## src/rtl/bcd_stopwatch_ctrl.sv

```systemverilog
// Prescaled start/stop/pause sequencer driving a synchronous BCD digit chain.
// Optional lap capture register is built when STOPWATCH_LAP_EN is defined.
module bcd_stopwatch_ctrl #(
  parameter int unsigned DIGITS   = 4,
  parameter int unsigned PRESCALE = 10
) (
  input  logic                  clock,
  input  logic                  clear,
  input  logic                  start,
  input  logic                  stop,
  input  logic                  zero,
`ifdef STOPWATCH_LAP_EN
  input  logic                  lap,
`endif
  output logic [4*DIGITS-1:0]   digits,
  output logic                  running,
  output logic                  tick,
  output logic                  overflow
`ifdef STOPWATCH_LAP_EN
  ,
  output logic [4*DIGITS-1:0]   lap_digits
`endif
);

  localparam int unsigned DW = 4 * DIGITS;
  localparam int unsigned PW = (PRESCALE > 1) ? $clog2(PRESCALE) : 1;

  typedef enum logic [1:0] {IDLE, RUN, PAUSE, OVF} state_t;

  state_t          state;
  logic [PW-1:0]   presc;
  logic [DW-1:0]   inc_digits_c;
  logic            all_nines_c;
  logic            last_c;
  logic            carry_c;
  logic [3:0]      digit_c;

  // Synchronous carry: every digit sees "all lower digits are 9" in the same cycle.
  always_comb begin
    inc_digits_c = digits;
    carry_c      = 1'b1;
    digit_c      = 4'd0;
    for (int i = 0; i < int'(DIGITS); i++) begin
      digit_c = digits[4*i +: 4];
      if (carry_c) inc_digits_c[4*i +: 4] = (digit_c == 4'd9) ? 4'd0 : digit_c + 4'd1;
      carry_c = carry_c && (digit_c == 4'd9);
    end
    all_nines_c = carry_c;
  end

  assign last_c   = (presc == PW'(PRESCALE - 1));
  assign running  = (state == RUN);
  assign overflow = (state == OVF);

  always_ff @(posedge clock) begin
    if (clear) begin
      state      <= IDLE;
      presc      <= '0;
      digits     <= '0;
      tick       <= 1'b0;
`ifdef STOPWATCH_LAP_EN
      lap_digits <= '0;
`endif
    end else begin
      tick <= 1'b0;
      case (state)
        IDLE: begin
          if (zero) begin
            digits <= '0;
            presc  <= '0;
`ifdef STOPWATCH_LAP_EN
            lap_digits <= '0;
`endif
          end
          if (start && !stop) begin
            state <= RUN;
            presc <= '0;
          end
        end
        RUN: begin
          if (last_c) begin
            presc <= '0;
            if (!all_nines_c) begin
              digits <= inc_digits_c;
              tick   <= 1'b1;
            end
          end else if (!stop) begin
            presc <= presc + PW'(1);
          end
          // Overflow wins over a coincident stop: the count is already saturated.
          if (last_c && all_nines_c) state <= OVF;
          else if (stop)             state <= PAUSE;
`ifdef STOPWATCH_LAP_EN
          if (lap) lap_digits <= (last_c && !all_nines_c) ? inc_digits_c : digits;
`endif
        end
        PAUSE: begin
          if (zero) begin
            state  <= IDLE;
            digits <= '0;
            presc  <= '0;
`ifdef STOPWATCH_LAP_EN
            lap_digits <= '0;
`endif
          end else if (start && !stop) begin
            state <= RUN;
          end
        end
        OVF: begin
          if (zero) begin
            state  <= IDLE;
            digits <= '0;
            presc  <= '0;
`ifdef STOPWATCH_LAP_EN
            lap_digits <= '0;
`endif
          end
        end
        default: state <= IDLE;
      endcase
    end
  end

endmodule

```

## config.mk

```make
export PLATFORM = sky130hd
export DESIGN_NAME = bcd_stopwatch_ctrl
export DESIGN_NICKNAME = d
export VERILOG_FILES = /design/src/rtl/bcd_stopwatch_ctrl.sv
export SDC_FILE = /design/constraint.sdc
export NUM_CORES = 1
export LEC_CHECK = 0
export BUFFER_PORTS_ARGS = -buffer_cell sky130_fd_sc_hd__clkbuf_2
export CAP_MARGIN = 20
export CORE_MARGIN = 2
export CORE_UTILIZATION = 40
export CTS_BUF_LIST = sky130_fd_sc_hd__clkbuf_8
export CTS_CLUSTER_DIAMETER = 40
export DETAILED_ROUTE_END_ITERATION = 6
export PLACE_DENSITY = 0.63
export SLEW_MARGIN = 5
export SYNTH_ARGS = -nofsm -noshare
export SYNTH_HDL_FRONTEND = slang
export SYNTH_SLANG_ARGS = --single-unit
export TNS_END_PERCENT = 1
```

## constraint.sdc

```tcl
create_clock -name clock -period 2.4 [get_ports clock]
set_clock_uncertainty 0.15 [all_clocks]
set_input_delay 0.48 -clock clock [delete_from_list [all_inputs] [get_ports clock]]
set_output_delay 0.48 -clock clock [all_outputs]
set_load 0.05 [all_outputs]
```

After elaboration in Yosys (flattened, before gate mapping)
Index checks and enable logic that the tools add are counted.

Register bits: 23. Bits of input ports: 5. Output and inout port bits: 19.

Add/sub/neg operators: 5. Equality and inequality tests: 17. Muxes and demuxes: 23. Bitwise logic cells: 2. Reduce and logical (&&, ||, !) cells: 15.

Operator list (count): $mux W16 (3); $mux W4 (11); $pmux W16 S2 (1); $add A4 B1 Y4 const B (5); $eq A4 B4 Y1 const B (5); $pmux W4 S3 (1); $reduce_and A4 Y1 (3); $mux W2 (5); $ne A2 B1 Y1 const B (5); $pmux W2 S4 (1); $ne A3 B2 Y1 const B (2); $reduce_or A3 Y1 (2); $logic_and A1 B1 Y1 (5); $eq A2 B2 Y1 const B (2); $ne A2 B2 Y1 const B (2); $reduce_and A3 Y1 (1); $eq A2 B1 Y1 const B (1); $logic_not A2 Y1 (1); $not A1 Y1 (2); $reduce_and A2 Y1 (1); $reduce_or A2 Y1 (1); $logic_not A1 Y1 (1); $mux W1 (1).

Logic depth before layout (Yosys ltp)
Gate-level depths: netlist of run 1.

Depth after elaboration: 7. Gate-level depth with buffers: 7. Gate-level depth less buffers: 7.

Worst setup path before layout of run 1
Ideal clock, no wire load.

Path kind: reg2reg. Start point: reg digits[13]. End point: reg digits[13]. Setup time: 0.070 ns. Arrival time: 2.060 ns. Data required time: 2.180 ns. Slack: 0.119 ns. Stages on the path, launching flop included: 8. Buffers on the path: 0. Clock period less this slack: 2.281 ns. Cells stage by stage: dfxtp_1 inv_1 ha_1 and3b_1 nor3_1 nand2_2 or4_1 a21oi_1.

Cells in the longest elaborated chain, start to end: 6. Elaborated cells between the ends (all ways): 10. Those cells by class: add/sub: 1; eq/ne: 2; mux: 5; reduce/logical: 2.

RTL lines: start: declaration (RTL line 15) `output logic [4*DIGITS-1:0] digits,`; start signal: assignment (RTL line 84) `digits <= inc_digits_c;`; $add A4 B1 Y4 / $eq A4 B4 Y1 (equally long branches) (RTL line 45, 46); $mux W4 (2 in series) (RTL line 45) `if (carry_c) inc_digits_c[4*i +: 4] = (digit_c == 4'd9) ? 4'd0 : digit_c + 4'd1;`; $mux W16 (RTL line 83) `if (!all_nines_c) begin`; $mux W16 (RTL line 81) `if (last_c) begin`; $pmux W16 S2 (RTL line 66) `case (state)`.

Several ways; a longest one is shown, not always the timed one. The select of a mux whose other input is x is not followed. A chain may end at the register's enable or synchronous reset.

Final worst setup path of run 1
Start point: reg state[1]. End point: out running.

Cells in the longest elaborated chain, start to end: 1.

RTL lines: start: declaration (RTL line 30) `state_t state;`; start signal: assignment (RTL line 57) `state <= IDLE;`; start signal: assignment (RTL line 76) `state <= RUN;`; start signal: assignment (RTL line 91) `if (last_c && all_nines_c) state <= OVF;`; $eq A2 B1 Y1 (RTL line 52) `assign running = (state == RUN);`; end: declaration (RTL line 16) `output logic running,`.

No other way between the ends.

==> flow_metrics.py, run 1 <==
metrics = {
    "placed_design": {
        "place_inst": 228,
        "place_hpwl_microns": 2291,
        "io_buffers": 23,
        "globalplace.congestion": 0.8430,
        "dpl_cell_area_sq_um": 1488,
    },
    "critical_path": {
        "r2r-end": "digits[13]",
        "timing.rr.start": "digits[13]",
        "reg2reg_depth": 7,
        "crit_end": "running",
        "worstPathMaxFanout": 8,
        "endpoint_kind": "primary output",
        "cp.arrival_ns": 1.52,
        "worstSetupPathType": "reg2out",
        "rrSetupSlack_ns": 0.29,
        "crit_required_ns": 1.77,
        "worstSetupStartpoint": "state[1]",
        "startpoint_type": "flop",
    },
    "timing": {
        "rsz0062_at_grt": "false",
        "fin_crit_ns": 2.150,
        "worstMarginPinSlew_ns": 0.3797,
        "max_freq_mhz": 465.2,
        "finalSetupViolations": 0,
        "maxSlewViolCount": 0,
        "fin_crit_sh_pct": 89.58,
        "finalHoldViolCount": 0,
        "setup_tns_ns": 0,
        "slew_headroom_pct": 74.49,
    },
    "route": {
        "via_count": 1265,
        "drt_iter0_drc": 83,
        "wirelength_microns": 2967,
        "drtAntennaViolNets": 0,
        "avgRoutedWirePerCell_microns": 12.79,
        "first_pass_iters": 4,
        "drc": 0,
        "vias_per_cell": 5.453,
    },
    "finish": {
        "antenna_cells": 0,
        "area_delta_synth_final_pct": 15.21,
        "nets": 202,
        "final_cell_area_sq_um": 1535,
        "final_cells": 232,
        "final_util_pct": 49.48,
        "final_layout_size_suffix_gt1_share_pct": 18.62,
    },
    "floorplan": {
        "coreArea_sq_um": 3103,
        "die_w_microns": 61.72,
        "std_cell_rows": 20,
        "dieArea_sq_um": 3809,
        "initial_core_util_pct": 42.94,
        "fp.dieH_microns": 61.72,
        "pin_count": 24,
    },
    "global_route": {
        "gr-usage-all-layers_pct": 17.55,
        "antenna_found_initial": 0,
        "grt_overflow": 0,
        "grt_max_degree": 18,
        "grt_pass1_wl_microns": 5071,
        "grt_pass1_vias": 1208,
    },
    "cts": {
        "cts_tree": "done",
        "htreeDepth": 1,
        "clkLatencyLatePin_ns": 0.26,
        "cts_made_buffers": 3,
        "path_clk_slew_ns": 0.08,
        "root_buffer": "clkbuf_8",
        "cts_buffer_depth": 2,
        "clock_sinks": 23,
    },
    "power": {
        "p_total_mw": 0.6653,
        "power_density_nw_per_um2": 433.3,
        "ir_drop_mv": 0.2154,
        "leakage_nw": 0.5826,
    },
    "logic_synthesis": {
        "ys_top_cells_by_area": "dfxtp_1 35%, ha_1 7.5%, a21oi_1 5.3%",
        "yosys.cell_count.top_type": "dfxtp_1",
        "ys.flop_type": "dfxtp_1",
        "synthTopCellsByCount": "23 x dfxtp_1, 18 x nor2_1, 16 x nand2_1",
        "ys_warn_count": 0,
        "synth-seq-area-share_pct": 34.55,
        "syn-mean-instance-area_sq_um": 8.125,
        "synth_top_cell_area_share_pct": 34.55,
        "synth-seq-cells": 23,
        "yosysTopAreaCell": "dfxtp_1",
        "netlist_area_sq_um": 1333,
        "synth-edff-count": 0,
        "ys_async_sr_fraction_pct": 0,
        "syn_nets": 177,
        "synth_cell_types": 45,
        "syn_inst": 164,
    },
    "min_path": {
        "hold_path.class": "reg2reg",
    },
    "run_status": {
        "outcome": "finished clean",
    },
    "run": {
        "maxCapViolCount": 0,
    },
}
-- registers in the layout, summed over array words and instances, names as in the netlist --
register,flops
tick,1
digits,16
state,2
presc,4
-- metrics by stage --
| step | setup slack [ns] | hold WS, ns |
|---|---|---|
| finish | 0.2502 | 0.3316 |
| global placement | 0.3410 | 0.3054 |
| detailed placement | 0.2841 | 0.3177 |
| CTS | 0.07175 | 0.3313 |
| global route | 0.1154 | 0.3741 |
| floorplan | 0.1195 | 0.2899 |
-- critical path, stage by stage (launching register included) --
cell and delay (ns):
dfxtp_1 0.44, nand2b_2 0.29, clkinv_1 0.23, clkbuf_2 0.30
-- kinds of logic (layout without fill, tap and decap cells) --
family / after synthesis / count (layout) / share of synthesized area, %
AND/OR/NAND/NOR: 81 / 81 / 33.62
buffers and inverters: 11 / 35 / 3.661
flip-flops: 23 / 23 / 34.55
multiplexers: 3 / 3 / 2.441
AO/OA/AOI/OAI: 35 / 35 / 16.24
adder cells (fa/ha/maj): 8 / 8 / 7.512
XOR/XNOR: 3 / 3 / 1.972
-- layout make-up --
class	count	area (sq um)
clock buffer	3	41.29
clock inverter	1	3.754
inverter	7	26.28
sequential	23	460.4
multi-input combinational	130	825.8
timing repair buffer	24	122.6
fill	334	1568
tap	44	55.05
-- per-layer routing --
metal	track usage (%)	vias to the layer above	wire length [microns]
met5	0	-	0
met4	4.863	0	23
met3	2.692	5	147
met2	30.98	30	1417
met1	22.19	592	1379
li1	-	638	-
-- where the power goes --
group          internal, mW  switching (mW)
logic                0.0145          0.0306
clock network         0.114           0.122
registers             0.382         0.00192
-- how the worst min path moves through the flow --
stage / start / to / slack (ns) / cells past startpoint
final: presc[3] / presc[3] / 0.33 / 2
after global routing: presc[3] / presc[3] / 0.37 / 2
after CTS: presc[3] / presc[3] / 0.33 / 2
after detailed placement: presc[3] / presc[3] / 0.32 / 2
after global placement: presc[3] / presc[3] / 0.31 / 2
after floorplan: presc[3] / presc[3] / 0.29 / 2
-- cell usage in the layout, fill, tap and decap left out, types with 3 or more instances in the layout --
cell      synthesis  final
a31oi_1           3      3
a21oi_1          14     14
inv_1             6      7
nand2_1          16     16
nor2b_1           3      3
o21ai_0           5      5
ha_1              8      8
nand3_1          10     10
dfxtp_1          23     23
clkbuf_8          0      3
nor3_1            6      6
nand3b_1          6      6
nor2_1           18     18
clkbuf_2          0     23
-- what timing repair did --
action / in CTS / in global routing
gates resized for setup: 0 / 1
setup endpoints to repair: 0 / 1
setup buffers: 0 / 0
hold buffers: 0 / 0
Power figures use the tool's default switching activity.
==> run 2: changes to the inputs <==
--- a/config.mk
+++ b/config.mk
@@ -5,6 +5,7 @@
 export SDC_FILE = /design/constraint.sdc
 export NUM_CORES = 1
 export LEC_CHECK = 0
+export ABC_AREA = 1
 export BUFFER_PORTS_ARGS = -buffer_cell sky130_fd_sc_hd__clkbuf_2
 export CAP_MARGIN = 20
 export CORE_MARGIN = 2
==> run 2 against run 1 <==
  * Count of clock-buffer cells in the layout unchanged
  * Die area up 13%
  * Sequential power up 4%
  * Core utilization is 2.3 points lower
  * Clock power increased by 7%
  * Worst setup slack gained 0.23 ns
  * Critical path type unchanged
==> flow_metrics.py, run 2 <==
metrics = {
    "run_status": {
        "outcome": "finished clean",
    },
    "timing": {
        "fin_crit_ns": 1.920,
        "finalSetupViolations": 0,
        "max_freq_mhz": 521.0,
        "setup_tns_ns": 0,
        "finalHoldViolCount": 0,
        "worstMarginPinSlew_ns": 0.3244,
        "rsz0062_at_grt": "false",
        "slew_headroom_pct": 78.35,
        "fin_crit_sh_pct": 79.98,
        "setup_ws_ns": 0.4805,
        "maxSlewViolCount": 0,
    },
    "run": {
        "maxCapViolCount": 0,
    },
    "global_route": {
        "grt_pass1_vias": 1269,
        "grt_overflow": 0,
        "grt_pass1_wl_microns": 5444,
        "grt_max_degree": 15,
        "antenna_found_initial": 0,
        "gr-usage-all-layers_pct": 16.05,
    },
    "finish": {
        "largestRegisters": "digits x16, presc x4, state x2",
        "antenna_cells": 0,
        "final_layout_size_suffix_gt1_share_pct": 20.24,
        "nets": 266,
        "area_delta_synth_final_pct": 14.13,
        "largest_register_ffs": 16,
        "mostFrequentLayoutCell": "nand2_1",
        "top_register": "digits",
        "final_cell_mix": "48 x nand2_1, 33 x inv_1, 23 x nor2_1, 23 x dfxtp_1, 23 x clkbuf_2",
    },
    "floorplan": {
        "die_w_microns": 65.52,
        "initial_core_util_pct": 41.35,
        "std_cell_rows": 22,
        "dieArea_sq_um": 4293,
        "fp.dieH_microns": 65.52,
        "coreArea_sq_um": 3661,
        "pin_count": 24,
    },
    "power": {
        "power_density_nw_per_um2": 460.4,
        "switching_share_pct": 31.40,
        "leakage_nw": 0.7490,
        "ir_drop_mv": 0.1999,
        "clockPowerShare_pct": 31.8,
        "power_frac_seq_pct": 50.3,
        "power_switching_mw": 0.2497,
        "intPower_mw": 0.5457,
        "power.share.combinational_pct": 17.9,
    },
    "min_path": {
        "hold_path.class": "reg2reg",
    },
    "logic_synthesis": {
        "yosys.cell_count.top_type": "nand2_1",
        "synth-seq-area-share_pct": 30.41,
        "syn_inst": 226,
        "ys_async_sr_fraction_pct": 0,
        "ys.flop_type": "dfxtp_1",
        "yosysTopAreaCell": "dfxtp_1",
        "synthTopCellsByCount": "48 x nand2_1, 33 x inv_1, 23 x dfxtp_1, 23 x nor2_1, 19 x a21oi_1",
        "netlist_area_sq_um": 1514,
        "synth_top_cell_area_share_pct": 30.41,
        "ys_top_cells_by_area": "dfxtp_1 30%, nand2_1 12%, inv_1 8.2%",
        "synth-edff-count": 0,
        "syn_nets": 239,
        "synth_cell_types": 28,
        "syn-mean-instance-area_sq_um": 6.699,
        "ys_warn_count": 0,
        "synth-seq-cells": 23,
    },
    "cts": {
        "htreeDepth": 1,
        "cts_made_buffers": 3,
        "root_buffer": "clkbuf_8",
        "path_clk_slew_ns": 0.09,
        "clock_sinks": 23,
        "cts_tree": "done",
        "clkLatencyLatePin_ns": 0.27,
        "cts_hold_buffers": 0,
        "cts_setup_buffers": 0,
        "cts_buffer_depth": 2,
        "post_cts_resized": 0,
    },
    "route": {
        "wl_met1_microns": 1727,
        "drtAntennaViolNets": 0,
        "drc": 0,
        "dr.max_layer_used": "met4",
        "avgRoutedWirePerCell_microns": 10.79,
        "drt_iter0_drc": 46,
        "first_pass_iters": 4,
        "vias_per_cell": 4.753,
        "wl_met2_microns": 1340,
        "wirelength_microns": 3236,
        "via_count": 1426,
        "wl_met3_microns": 121,
    },
    "placed_design": {
        "pre_cts_slack_ns": 0.6144,
        "place_hpwl_microns": 2530,
        "io_buffers": 23,
        "globalplace.congestion": 0.8196,
    },
    "critical_path": {
        "worstSetupPathType": "reg2out",
        "worstPathMaxFanout": 13,
        "crit_required_ns": 1.77,
        "endpoint_kind": "primary output",
        "cp.arrival_ns": 1.29,
        "startpoint_type": "flop",
    },
}
==> run 2: changes by cell type in the layout (fill, tap and decap cells not counted), sizes merged, moves of 4 or more <==
cell and change:
nand3b -6, nand3 +11, inv +33, nor2 +10, o21ai +6, a21oi +4
nand2 +38
==> run 2: path summary, 6_finish.rpt <==
path | start | to | slack (ns) | cells past startpoint
worst max-delay path | state[0] | running | 0.48 | 3
worst min-delay path | presc[2] | presc[2] | 0.36 | 2
worst max register to register | presc[1] | digits[3] | 0.62 | 12
worst min register to register | presc[2] | presc[2] | 0.36 | 2
==> run 2: per-stage QoR <==
stage / util, % / instances / power, mW / hold slack, ns / instance area [sq um]
floorplan: - / 226 / 0.5208 / 0.3130 / 1514
global placement: 45.93 / 296 / 0.5520 / 0.3475 / 1682
detailed placement: 45.93 / 296 / 0.5515 / 0.3395 / 1682
CTS: 47.20 / 300 / 0.7968 / 0.3523 / 1728
global route: 47.20 / 300 / 0.8281 / 0.3689 / 1728
finish: 47.20 / 300 / 0.7955 / 0.3595 / 1728
==> run 2: cell type report <==
class / count / area, sq um
clock buffers: 3 / 41.29
clock inverters: 1 / 5.005
fillers: 378 / 1933
inverters: 41 / 163.9
multi-input cells: 160 / 874.6
flip-flops and latches: 23 / 460.4
well taps: 48 / 60.06
repair buffers: 24 / 122.6
==> run 2: power groups by stage <==
stage / clock network [mW] / registers [mW] / logic [mW]
floorplan: 0 / 0.422 / 0.0992
global placement: 0 / 0.409 / 0.143
detailed placement: 0 / 0.409 / 0.143
CTS: 0.254 / 0.400 / 0.143
global route: 0.268 / 0.402 / 0.158
finish: 0.253 / 0.400 / 0.143
==> run 2: routing by layer <==
metal	vias up	track usage (%)
met3	5	2.568
li1	777	-
met1	623	22.55
met2	21	24.87
met5	-	0
met4	0	5.469
==> run 2: cells by family after synthesis <==
family,count (synthesis),share of synthesized area (%)
AND/OR/NAND/NOR,114,36.94
buffers and inverters,43,11.82
AO/OA/AOI/OAI,36,13.06
flip-flops,23,30.41
adder cells (fa/ha/maj),8,6.612
XOR/XNOR,2,1.157
==> run 2: critical path, cell delays in order, from the launching register on <==
cell and delay (ns):
dfxtp_1 0.40, inv_2 0.09, nor2_8 0.21, clkbuf_2 0.32
==> run 3: changes to the inputs <==
==> constraint.sdc (replaced) <==
create_clock -name clock -period 1.91 [get_ports clock]
set_clock_uncertainty 0.15 [all_clocks]
set_input_delay 0.382 -clock clock [delete_from_list [all_inputs] [get_ports clock]]
set_output_delay 0.382 -clock clock [all_outputs]
set_load 0.05 [all_outputs]
==> run 3 against run 2 <==
  * Global-route usage rose by 0.99 points
  * Clock power up 21%
  * Total power grew 24%
  * Wire length increased by 0.34%
  * First-iteration DRC count rose by 110%
  * Worst setup slack worse by 0.39 ns
  * Largest cell class unchanged
  * Non-clock buffer count up 1
  * Core utilization is 0.41 points higher
  * Final area grew 0.87%
==> flow_metrics.py, run 3 (same netlist as run 2, synthesis figures left out) <==
metrics = {
    "floorplan": {
        "dieArea_sq_um": 4293,
        "pin_count": 24,
        "fp.dieH_microns": 65.52,
        "coreArea_sq_um": 3661,
        "initial_core_util_pct": 41.35,
        "die_w_microns": 65.52,
        "std_cell_rows": 22,
    },
    "power": {
        "power_frac_seq_pct": 50.9,
        "leakage_nw": 0.7550,
        "power.share.combinational_pct": 18.1,
        "intPower_mw": 0.6861,
        "switching_share_pct": 30.55,
        "p_total_mw": 0.9879,
        "power_density_nw_per_um2": 566.8,
        "clockPowerShare_pct": 31.1,
        "power_switching_mw": 0.3018,
        "ir_drop_mv": 0.3936,
    },
    "critical_path": {
        "startpoint_type": "flop",
        "crit_chain": "inv_2 -> nor2_8 -> clkbuf_2",
        "crit_required_ns": 1.38,
        "max_stage_delay_ns": 0.39,
        "endpoint_kind": "primary output",
        "worstSetupPathType": "reg2out",
        "rrSetupSlack_ns": 0.19,
        "slowest_stage": "dfxtp_1",
        "cp.arrival_ns": 1.29,
        "worstPathMaxFanout": 13,
    },
    "timing": {
        "finalHoldViolCount": 0,
        "fin_crit_ns": 1.823,
        "maxSlewViolCount": 0,
        "max_freq_mhz": 548.5,
        "finalSetupViolations": 0,
        "hold_ws_ns": 0.3301,
        "worstMarginPinSlew_ns": 0.3232,
        "setup_ws_ns": 0.08675,
        "slew_headroom_pct": 78.23,
        "fin_crit_sh_pct": 95.46,
        "rsz0062_at_grt": "false",
        "setup_tns_ns": 0,
    },
    "finish": {
        "nets": 267,
        "seqCellArea_sq_um": 464.2,
        "antenna_cells": 0,
        "final_util_pct": 47.61,
        "final_cell_mix": "48 x nand2_1, 33 x inv_1, 23 x nor2_1, 23 x clkbuf_2, 20 x dfxtp_1",
        "multi_input_area_sq_um": 878.3,
        "top_register": "digits",
        "final_layout_size_suffix_gt1_share_pct": 22.13,
        "mostFrequentLayoutCell": "nand2_1",
        "nFillCells": 394,
        "largestRegisters": "digits x16, presc x4, state x2",
        "area_delta_synth_final_pct": 15.12,
        "largest_register_ffs": 16,
    },
    "run_status": {
        "outcome": "finished clean",
    },
    "run": {
        "maxCapViolCount": 0,
    },
    "global_route": {
        "grt_pass1_vias": 1294,
        "grt_max_degree": 15,
        "antenna_found_initial": 0,
        "grt_overflow": 0,
        "grt_pass1_wl_microns": 5754,
        "gr-usage-all-layers_pct": 17.04,
    },
    "route": {
        "first_pass_iters": 4,
        "drc": 0,
        "drtAntennaViolNets": 0,
        "vias_per_cell": 4.864,
        "wirelength_microns": 3247,
        "drt_iter0_drc": 95,
        "avgRoutedWirePerCell_microns": 10.79,
        "via_count": 1464,
    },
    "cts": {
        "root_buffer": "clkbuf_8",
        "cts_buffer_depth": 2,
        "cts_hold_buffers": 0,
        "clock_sinks": 23,
        "clkLatencyLatePin_ns": 0.26,
        "cts_setup_buffers": 0,
        "post_cts_resized": 0,
        "path_clk_slew_ns": 0.08,
        "htreeDepth": 1,
        "cts_made_buffers": 3,
        "cts_tree": "done",
    },
    "min_path": {
        "hold_path.class": "in2reg",
    },
    "placed_design": {
        "globalplace.congestion": 0.8511,
        "pre_cts_slack_ns": 0.1831,
        "io_buffers": 23,
        "place_hpwl_microns": 2526,
    },
}
[run 3: worst paths after layout]
check	startpoint	end	depth (start not counted)
hold reg to reg	presc[2]	presc[2]	2
setup / recovery	state[0]	running	3
hold / removal	stop	presc[2]	4
setup reg to reg	digits[1]	digits[3]	11
[run 3: power by group through the flow]
stage	sequential (mW)	combinational, mW	clock, mW
floorplan	0.530	0.125	0
global placement	0.514	0.179	0
detailed placement	0.514	0.178	0
CTS	0.502	0.179	0.318
global route	0.504	0.202	0.340
finish	0.502	0.178	0.307
[run 3: metrics by stage]
stage / instance area [sq um] / std cells
after floorplan: 1518 / 226
after global placement: 1693 / 297
after detailed placement: 1693 / 297
after CTS: 1739 / 301
after global routing: 1743 / 301
final: 1743 / 301
[run 3: critical path, delay by kind of cell, from the launching register on]
family,cells,cell delay [ns]
buffers and inverters,2,0.42
flip-flops,1,0.39
AND/OR/NAND/NOR,1,0.22
[run 3: routing by layer]
metal	part of all wire, %	vias up	global-route usage, %
met3	2.6	5	2.055
met5	0	-	0
li1	-	784	-
met4	1.4	0	6.771
met2	42	22	24.87
met1	53	653	25.21
[run 3: area by class of cell]
class	count	area share, %
multi-input combinational	160	50.39
sequential	23	26.63
inverter	41	9.404
timing repair buffer	25	7.466
tap	48	3.446
clock buffer	3	2.369
clock inverter	1	0.2872
